`src/rtl/nn_fixed_pkg.sv`:
```
// nn_fixed_pkg: fixed-point constants, FSM states and helpers for the 2-2-1 XOR forward engine
package nn_fixed_pkg;
  localparam int DATA_W = 16;
  localparam int FRAC_W = 8;
  localparam int ONE = 1 << FRAC_W;
  localparam int HALF = ONE / 2;
  localparam logic [16:0] SIG_SAT = 17'd1280;
  localparam logic [16:0] SIG_BP1 = 17'd608;
  localparam logic [16:0] SIG_BP2 = 17'd256;
  localparam logic [16:0] SIG_OF1 = 17'd216;
  localparam logic [16:0] SIG_OF2 = 17'd160;
  localparam logic [16:0] SIG_OF3 = 17'd128;
  typedef enum logic [2:0] {S_IDLE, S_H1X1, S_H1X2, S_H2X1, S_H2X2, S_YH1, S_YH2, S_SIG} state_t;
  localparam logic [15:0] NN_W11_INIT = 16'h0200;
  localparam logic [15:0] NN_W12_INIT = 16'h0180;
  localparam logic [15:0] NN_W21_INIT = 16'hFF00;
  localparam logic [15:0] NN_W22_INIT = 16'h0140;
  localparam logic [15:0] NN_W31_INIT = 16'h0120;
  localparam logic [15:0] NN_W32_INIT = 16'hFF40;
  localparam logic [15:0] NN_B1_INIT  = 16'h0010;
  localparam logic [15:0] NN_B2_INIT  = 16'hFFE0;
  localparam logic [15:0] NN_B3_INIT  = 16'h0008;
  // bank order: w11,w12,w21,w22,w31,w32,b1,b2,b3 at indices 0..8
  localparam logic [8:0][15:0] NN_INIT = {NN_B3_INIT, NN_B2_INIT, NN_B1_INIT, NN_W32_INIT,
    NN_W31_INIT, NN_W22_INIT, NN_W21_INIT, NN_W12_INIT, NN_W11_INIT};
  function automatic logic [15:0] sat16(input logic signed [32:0] v);
    return v > 33'sd32767 ? 16'h7FFF : v < -33'sd32768 ? 16'h8000 : v[15:0];
  endfunction
  function automatic logic signed [32:0] round_q8(input logic signed [32:0] acc);
    return (acc + 33'sd128) >>> FRAC_W;
  endfunction
endpackage

```
`src/rtl/sigmoid_plan.sv`:
```
// sigmoid_plan: piecewise-linear (PLAN) sigmoid, 8.8 z in, 0..256 y out
//   i_z  in  16  signed pre-activation
//   o_y  out 16  sigmoid(z) in 8.8
module sigmoid_plan
  import nn_fixed_pkg::*;
(
  input  logic [15:0] i_z,
  output logic [15:0] o_y
);
  logic [16:0] w_a, w_f;
  // 17-bit magnitude keeps |-32768| representable
  assign w_a = i_z[15] ? ~{i_z[15], i_z} + 17'd1 : {1'b0, i_z};
  assign w_f = w_a >= SIG_SAT ? 17'd256 : w_a >= SIG_BP1 ? (w_a >> 5) + SIG_OF1 :
               w_a >= SIG_BP2 ? (w_a >> 3) + SIG_OF2 : (w_a >> 2) + SIG_OF3;
  assign o_y = i_z[15] ? 16'(17'd256 - w_f) : w_f[15:0];
endmodule

```
`src/rtl/forward_propagation_engine.sv`:
```
// forward_propagation_engine: time-multiplexed forward pass of a 2-2-1 network with live/shadow weight banks
//   clk, rst (async, active-high); start/x1/x2 launch a pass; load_valid + *_in update weights
//   *_q live weights; h1/h2/y results; busy outside IDLE; valid one-cycle pulse on new results
module forward_propagation_engine
  import nn_fixed_pkg::*;
(
  input  logic        clk,
  input  logic        rst,
  input  logic        start,
  input  logic [15:0] x1,
  input  logic [15:0] x2,
  input  logic        load_valid,
  input  logic [15:0] w11_in, w12_in, w21_in, w22_in, w31_in, w32_in, b1_in, b2_in, b3_in,
  output logic [15:0] w11_q, w12_q, w21_q, w22_q, w31_q, w32_q, b1_q, b2_q, b3_q,
  output logic [15:0] h1,
  output logic [15:0] h2,
  output logic [15:0] y,
  output logic        busy,
  output logic        valid
);
  state_t r_state, w_next;
  logic [8:0][15:0] r_w, r_s, w_in;
  logic [15:0] r_x1, r_x2, r_h1i, r_h2i, r_z, r_h1, r_h2, r_y;
  logic [15:0] w_op, w_b, w_res, w_relu, w_y;
  logic [31:0] r_acc, w_prod, w_sum;
  logic [2:0] w_idx;
  logic r_pend, r_valid, w_idle, w_sig, w_first, w_comp;
  assign w_in = {b3_in, b2_in, b1_in, w32_in, w31_in, w22_in, w21_in, w12_in, w11_in};
  assign {b3_q, b2_q, b1_q, w32_q, w31_q, w22_q, w21_q, w12_q, w11_q} = r_w;
  assign w_idle = r_state == S_IDLE;
  assign w_sig = r_state == S_SIG;
  assign w_comp = !w_idle && !w_sig;
  assign w_first = r_state == S_H1X1 || r_state == S_H2X1 || r_state == S_YH1;
  always_comb begin
    w_next = w_idle ? (start ? S_H1X1 : S_IDLE) : w_sig ? S_IDLE : state_t'(r_state + 3'd1);
  end
  // compute states H1X1..YH2 map in order onto weights w11..w32
  assign w_idx = 3'(r_state - 3'd1);
  assign w_op = r_state == S_YH1 ? r_h1i : r_state == S_YH2 ? r_h2i :
                (r_state == S_H1X1 || r_state == S_H2X1) ? r_x1 : r_x2;
  assign w_b = r_state == S_H1X1 ? r_w[6] : r_state == S_H2X1 ? r_w[7] : r_w[8];
  assign w_prod = 32'($signed(r_w[w_idx]) * $signed(w_op));
  assign w_sum = (w_first ? {{8{w_b[15]}}, w_b, 8'd0} : r_acc) + w_prod;
  assign w_res = sat16(round_q8({w_sum[31], w_sum}));
  assign w_relu = w_res[15] ? 16'd0 : w_res;
  sigmoid_plan u_sig (.i_z(r_z), .o_y(w_y));
  always_ff @(posedge clk or posedge rst) begin
    if (rst) begin
      r_state <= S_IDLE;
      r_w <= NN_INIT;
      r_s <= '0;
      r_pend <= 1'b0;
      r_valid <= 1'b0;
      {r_x1, r_x2, r_h1i, r_h2i, r_z, r_h1, r_h2, r_y} <= '0;
      r_acc <= '0;
    end else begin
      r_state <= w_next;
      r_valid <= w_sig;
      if (w_idle && start) {r_x1, r_x2} <= {x1, x2};
      if (w_comp) r_acc <= w_sum;
      if (r_state == S_H1X2) r_h1i <= w_relu;
      if (r_state == S_H2X2) r_h2i <= w_relu;
      if (r_state == S_YH2) r_z <= w_res;
      if (w_sig) {r_h1, r_h2, r_y} <= {r_h1i, r_h2i, w_y};
      // a load arriving on the commit cycle is newer than the shadow, so it wins
      if (load_valid && (w_idle || w_sig)) r_w <= w_in;
      else if (w_sig && r_pend) r_w <= r_s;
      if (load_valid && w_comp) begin
        r_s <= w_in;
        r_pend <= 1'b1;
      end else if (w_sig) r_pend <= 1'b0;
    end
  end
  assign {h1, h2, y} = {r_h1, r_h2, r_y};
  assign busy = !w_idle;
  assign valid = r_valid;
endmodule

```
`config.mk`:
```
export PLATFORM = sky130hd
export DESIGN_NAME = forward_propagation_engine
export DESIGN_NICKNAME = d
export VERILOG_FILES = /design/src/rtl/nn_fixed_pkg.sv /design/src/rtl/sigmoid_plan.sv /design/src/rtl/forward_propagation_engine.sv
export SDC_FILE = /design/constraint.sdc
export NUM_CORES = 2
export LEC_CHECK = 0
export CAP_MARGIN = 20
export CORE_ASPECT_RATIO = 0.5
export CORE_MARGIN = 2
export CORE_UTILIZATION = 58
export CTS_BUF_LIST = sky130_fd_sc_hd__clkbuf_16
export DETAILED_ROUTE_END_ITERATION = 8
export PLACE_DENSITY = 0.88
export SKIP_CTS_REPAIR_TIMING = 1
export SYNTH_ARGS = -nofsm -noshare
export SYNTH_HDL_FRONTEND = slang
export SYNTH_SLANG_ARGS = --single-unit
export TNS_END_PERCENT = 30
```
`constraint.sdc`:
```
create_clock -name clk -period 15.2 [get_ports clk]
set_input_delay 1.52 -clock clk [delete_from_list [all_inputs] [get_ports clk]]
set_output_delay 1.52 -clock clk [all_outputs]
set_load 0.005 [all_outputs]
```
======== Word level (Yosys, flattened, before mapping) ========
Cells that the tools add are included.
word-level totals
  output and inout port bits .............. 194
  input port bits ......................... 180
  bits in registers ....................... 453
  logic and storage cells ................. 90
operators by class
  muxes and demuxes ....................... 23
  order comparisons ....................... 6
  bitwise logic cells ..................... 1
  add/subtract/negate cells ............... 9
  multiply operators ...................... 1
  reduce and logical (&&, ||, !) cells .... 13
  equality and inequality tests ........... 7
operators with widths
  cell                                                   number
  two-way mux 144 bit                                    2
  two-way mux 16 bit                                     12
  binary-select mux 16 bit (select 3 bit)                1
  adder 32 x 9 -> 33 bit, second input constant          1
  adder 32 bit                                           1
  multiplier 16 x 16 -> 32 bit                           1
  two-way mux 32 bit                                     1
  > comparator 25 x 16 -> 1 bit, second input constant   1
  < comparator 25 x 16 -> 1 bit, second input constant   1
  adder 17 x 1 -> 17 bit, second input constant          1
  >= comparator 17 x 10 -> 1 bit, second input constant  1
  >= comparator 17 x 11 -> 1 bit, second input constant  1
  >= comparator 17 x 9 -> 1 bit, second input constant   1
  two-way mux 17 bit                                     1
  NOT 17 bit                                             1
  adder 15 x 8 -> 16 bit, second input constant          1
  subtractor 9 x 16 -> 16 bit, first input constant      1
  adder 14 x 8 -> 15 bit, second input constant          1
  two-way mux 15 bit                                     1
  adder 12 x 8 -> 13 bit, second input constant          1
  equality test 3 bit, second input constant             4
  equality test 3 x 2 -> 1 bit, second input constant    2
  two-way mux 3 bit                                      2
  logical AND 1 bit                                      5
  9 further kinds                                        15

======== Logic depth before layout (Yosys ltp) ========
  depth in word-level cells ............... 12
  gate-level depth with buffers ........... 37
  depth with buffers taken out ............ 31

======== Cells and area by module ========
Synthesis repeated with hierarchy kept, for this count alone.
unflattened totals
  cell total of the unflattened synthesis .. 3160
  area, all modules ....................... 33123.0 sq um
modules (own cells, without submodules)
  module                      seq. area each (sq um)  instances  cells each  area each (sq um)
  forward_propagation_engine  11282.1                 1          3004        31873.1
  sigmoid_plan                0.0                     1          156         1249.9

======== Least setup slack after synthesis ========
No wires, ideal clock.
  path kind ............................... register to register
  start point ............................. register r_state[0]
  end point ............................... register r_z[10]
  data arrival time ....................... 10.364 ns
  slack ................................... 4.698 ns
  path buffers ............................ 6
  library setup time ...................... 0.138 ns
  required time ........................... 15.062 ns
  stages on the path, launching flop included .. 34
  period minus slack after synthesis ...... 10.502 ns
  path through ............................ dfrtp_1 -> clkbuf_1 -> buf_1 -> clkbuf_1 -> inv_1 -> ha_1 -> clkbuf_1 -> clkbuf_1 -> mux4_2 -> mux2i_1 -> nor2_1 -> fa_1 -> inv_1 -> fa_1 -> fa_1 -> fa_1 -> inv_1 -> fa_1 -> inv_1 -> fa_1 -> inv_1 -> ha_1 -> a21oi_1 -> o221ai_1 -> a31oi_1 -> o211ai_1 -> o31ai_1 -> a21oi_1 -> or2_2 -> a2111o_1 -> a22o_2 -> buf_6 -> nor4_4 -> o211ai_1
on the way
  word-level cells in the longest chain between the ends .. 11
  elaborated cells on any way between the ends .. 22
  those cells by class .................... add/sub: 3; mul: 1; order compare: 2; eq/ne: 4; mux: 10; reduce/logical: 2
ends and longest elaborated chain
  item                                                                             RTL line                          source
  from (decl)                                                                      forward_propagation_engine.sv:21  state_t r_state, w_next;
  from (signal assigned)                                                           forward_propagation_engine.sv:57  r_state <= w_next;
  parallel branches: the longest is 11 deep, another holds adder 32 x 9 -> 33 bit  --
  to (signal assigned)                                                             forward_propagation_engine.sv:63  if (r_state == S_YH2) r_z <= w_res;
  to (decl)                                                                        forward_propagation_engine.sv:23  logic [15:0] r_x1, r_x2, r_h1i, r_h2i, r_z, r_h1, r_h2, r_y;
Several ways; the timed one is not identified. The select of a mux whose other input is x is not followed.
A chain may end at the register's enable or synchronous reset.

======== Final worst setup path ========
  start point ............................. register r_state[0]
  end point ............................... register r_h1i[11]
on the way
  word-level cells in the longest chain between the ends .. 12
  elaborated cells on any way between the ends .. 24
  those cells by class .................... add/sub: 3; mul: 1; order compare: 2; eq/ne: 5; mux: 11; reduce/logical: 2
ends and longest elaborated chain
  item                                                                             RTL line                          source
  parallel branches: the longest is 12 deep, another holds adder 32 x 9 -> 33 bit  --
  to (signal assigned)                                                             forward_propagation_engine.sv:61  if (r_state == S_H1X2) r_h1i <= w_relu;
  to (decl)                                                                        forward_propagation_engine.sv:23
Several ways; the timed one is not identified. The select of a mux whose other input is x is not followed.

==> results by group <==
Run status
  • Run status: finished clean

Floorplanning
  • Row count: 62
  • # IOs: 374
  • Core Area: 0.0571 mm2
  • Initial core utilization: between 50% and 60%
  • Die width: 343 um
  • Die area: 0.0595 mm2
  • Die height: roughly 170 um

Synthesis
  • Post-Syn Instances: 3228
  • Sequential area share after synthesis: 33.8%
  • Mapped cell area: 0.0333 mm2
  • Synth unique cells: roughly 90
  • Yosys top cell by area: dfrtp_1
  • Asr flop ratio synth: 100%
  • Post-synth EDFFs: 0
  • Top-area cell type share of the netlist area: about 31%
  • Yosys warns: 0
  • Post-synthesis register bit count: 449
  • Avg Cell Area, Syn: 10.3 um2
  • Top_reg_cell synth: dfrtp_1
  • Top post-synthesis cells by area: dfrtp_1 (31%), fa_1 (18%), mux2_2 (7.5%)

Placed design
  • Dpl hpwl: 78600 um
  • Post-place setup slack: 4.20 ns
  • Gp weighted congestion: 0.997
  • Placed Cells: ~4200
  • # port buffers: approximately 370
  • Placed Instance Area: approximately 0.038 mm2

Drt
  • Vias: around 27000
  • Number of remaining DRC errors: 0
  • WL per Instance: 24.1 um
  • First-pass DRT Iterations: 6
  • DRT Wirelength: ~100000 um
  • First DRT Iteration DRCs: 2979
  • Vias per cell: 6.11
  • Final ANT Viol Nets: 0

Timing
  • Post-Route Skew: approximately 0.030 ns
  • Unrepaired setup endpoints after global routing: false
  • Fin Setup TNS: 0 ns
  • Tcrit/Tclk final: 74.8%
  • Endpoints failing setup: 0
  • Worst Tran Pin Value: 1.24 ns
  • Final hold violation count: 0
  • Setup WS post-layout: 3.83 ns
  • Minimum clock period: 11.37 ns
  • F_max: 87.9 MHz
  • Slew headroom: 17.4%
  • Max Slew Vio Count: 0

Finish
  • Area growth, synth to finish: 17.4%
  • Fin area: between 0.03 and 0.04 mm2
  • NumNets Final: 4114
  • Share of cells above drive strength 1: 12.8%
  • Non-filler instance count after layout: 4346

GRT
  • First-pass GRT wire length: 160000 um
  • Initial antenna violation count: 19
  • Overall Global Routing Usage: 35.0%
  • GRT overflow: 0
  • Largest net degree at the start of global routing: 123
  • Number of global-route vias before repair: 26667

Clock network
  • Clock latency on the worst-skew pair: 0.59 ns
  • Root cell of the clock tree: clkbuf_16
  • H-tree levels: 2
  • Clock-pin slew on the worst setup and hold paths: 0.07 ns
  • Clock sink count: about 450
  • CTS tree: done
  • CTS Buf Count: 42
  • CTS Buffer Depth: 3

Setup path
  • Worst Setup End Kind: flip-flop
  • Crit path largest cell delay: 0.94 ns
  • Crit path kind: flip-flop to flip-flop
  • Crit path top cell by count: fa_1
  • Crit path arrival time: between 10 and 15 ns
  • Crit path max-delay cell type: mux2i_1
  • Crit path max fanout: 35
  • Critical Path RT: roughly 16 ns
  • CP Launch Type: flip-flop

Hold path
  • Worst Hold Class: flip-flop to flip-flop

Run
  • Max cap viols: 0
## cells in the final DEF (no fill, tap or decap), drive strengths merged, types with 6 or more instances in the layout
cell,instances
o22ai,19
xor2,28
or3,8
mux4,32
mux2,222
nand4,14
dfstp,37
diode,19
dfrtp,412
o21a,13
a211oi,6
a22o,14
nor3,19
a21o,14
ha,117
nand3,37
and2,16
o211ai,26
nor2,188
clkbuf,43
o31ai,10
fa,292
a31oi,14
a22oi,10
a21oi,50
nand2,416
buf,44
o21ai,271
clkinv,23
nor4,21
mux2i,202
clkdlybuf4s50,371
nand2b,25
or2,12
xnor2,54
nor2b,11
inv,405
## critical path: cells and delay by family, from the launching register on
family	cells	cell delay [ns]
XOR/XNOR	2	1.11
flip-flops	1	0.36
AND/OR/NAND/NOR	4	1.50
adder cells (fa/ha/maj)	8	3.86
AO/OA/AOI/OAI	7	2.53
buffers and inverters	6	0.93
multiplexers	1	0.94
## registers in the layout (all words and copies together) (netlist names), 16 cells and up
name	cells
r_s	144
w21_q	16
r_x1	16
w12_q	16
b2_q	16
r_z	16
w11_q	16
r_acc	32
b1_q	16
r_x2	16
w32_q	16
w22_q	16
y	16
w31_q	16
b3_q	16
## through the flow
step / util [%] / hold WS (ns)
after detailed placement: 66.1 / 0.457
after CTS: 68.4 / 0.470
after floorplan: - / 0.437
after global placement: 66.1 / 0.449
final: 68.6 / 0.466
after global routing: 68.6 / 0.491
## cell usage after synthesis, types with 14 or more instances
library cell and number:
a21o_1 14, a21oi_1 50, and2_1 15, buf_1 16, clkbuf_1 129, dfrtp_1 412
dfstp_2 37, fa_1 292, ha_1 117, inv_1 394, mux2_2 221, mux2i_1 202
mux4_2 32, nand2_1 416, nand2b_1 25, nand3_1 35, nor2_1 186, nor3_1 18
o211ai_1 25, o21ai_0 244, o21ai_1 24, o22ai_1 19, xnor2_1 53, xor2_1 28
## final timing paths
path | slack, ns | cells after the start | to | start
worst min-delay path | 0.47 | 2 | r_acc[1] | r_acc[1]
max in group asynchronous | 11.48 | 4 | w12_q[1] | rst
min in group asynchronous | 1.53 | 2 | r_s[54] | rst
worst min register to register | 0.47 | 2 | r_acc[1] | r_acc[1]
worst max register to register | 3.83 | 28 | r_h1i[11] | r_state[0]
worst max-delay path | 3.83 | 28 | r_h1i[11] | r_state[0]
## per-layer routing
| layer | part of all wire (%) | track usage (%) | vias up |
|---|---|---|---|
| li1 | - | - | 11320 |
| met5 | 0.012 | 0 | - |
| met4 | 5.4 | 16.5 | 2 |
| met1 | 39 | 47.3 | 13335 |
| met3 | 11 | 9.99 | 347 |
| met2 | 45 | 52.4 | 1549 |
## final cells by class
type                       count  area [um2]
timing repair buffer         416        4080
clock buffer                  42        1050
antenna                       19        47.5
clock inverter                36         260
multi-input combinational   2221       20000
inverter                     395        1490
tap                          768         961
fill                        4064       17900
sequential                   449       11300
## kinds of logic (layout without fill, tap and decap cells)
| logic type | count (synthesis) | in the layout | share of synthesized area [%] |
|---|---|---|---|
| AO/OA/AOI/OAI | 482 | 482 | 8.83 |
| XOR/XNOR | 83 | 83 | 2.24 |
| adder cells (fa/ha/maj) | 409 | 409 | 21.9 |
| buffers and inverters | 559 | 889 | 6.48 |
| flip-flops | 449 | 449 | 33.8 |
| multiplexers | 456 | 456 | 15.7 |
| other | 1 | 21 | 0.0112 |
| AND/OR/NAND/NOR | 789 | 789 | 10.9 |
Power is left out: the tool's default activity adds up to more than one toggle a clock period on the data nets, which glitch-free logic cannot reach.
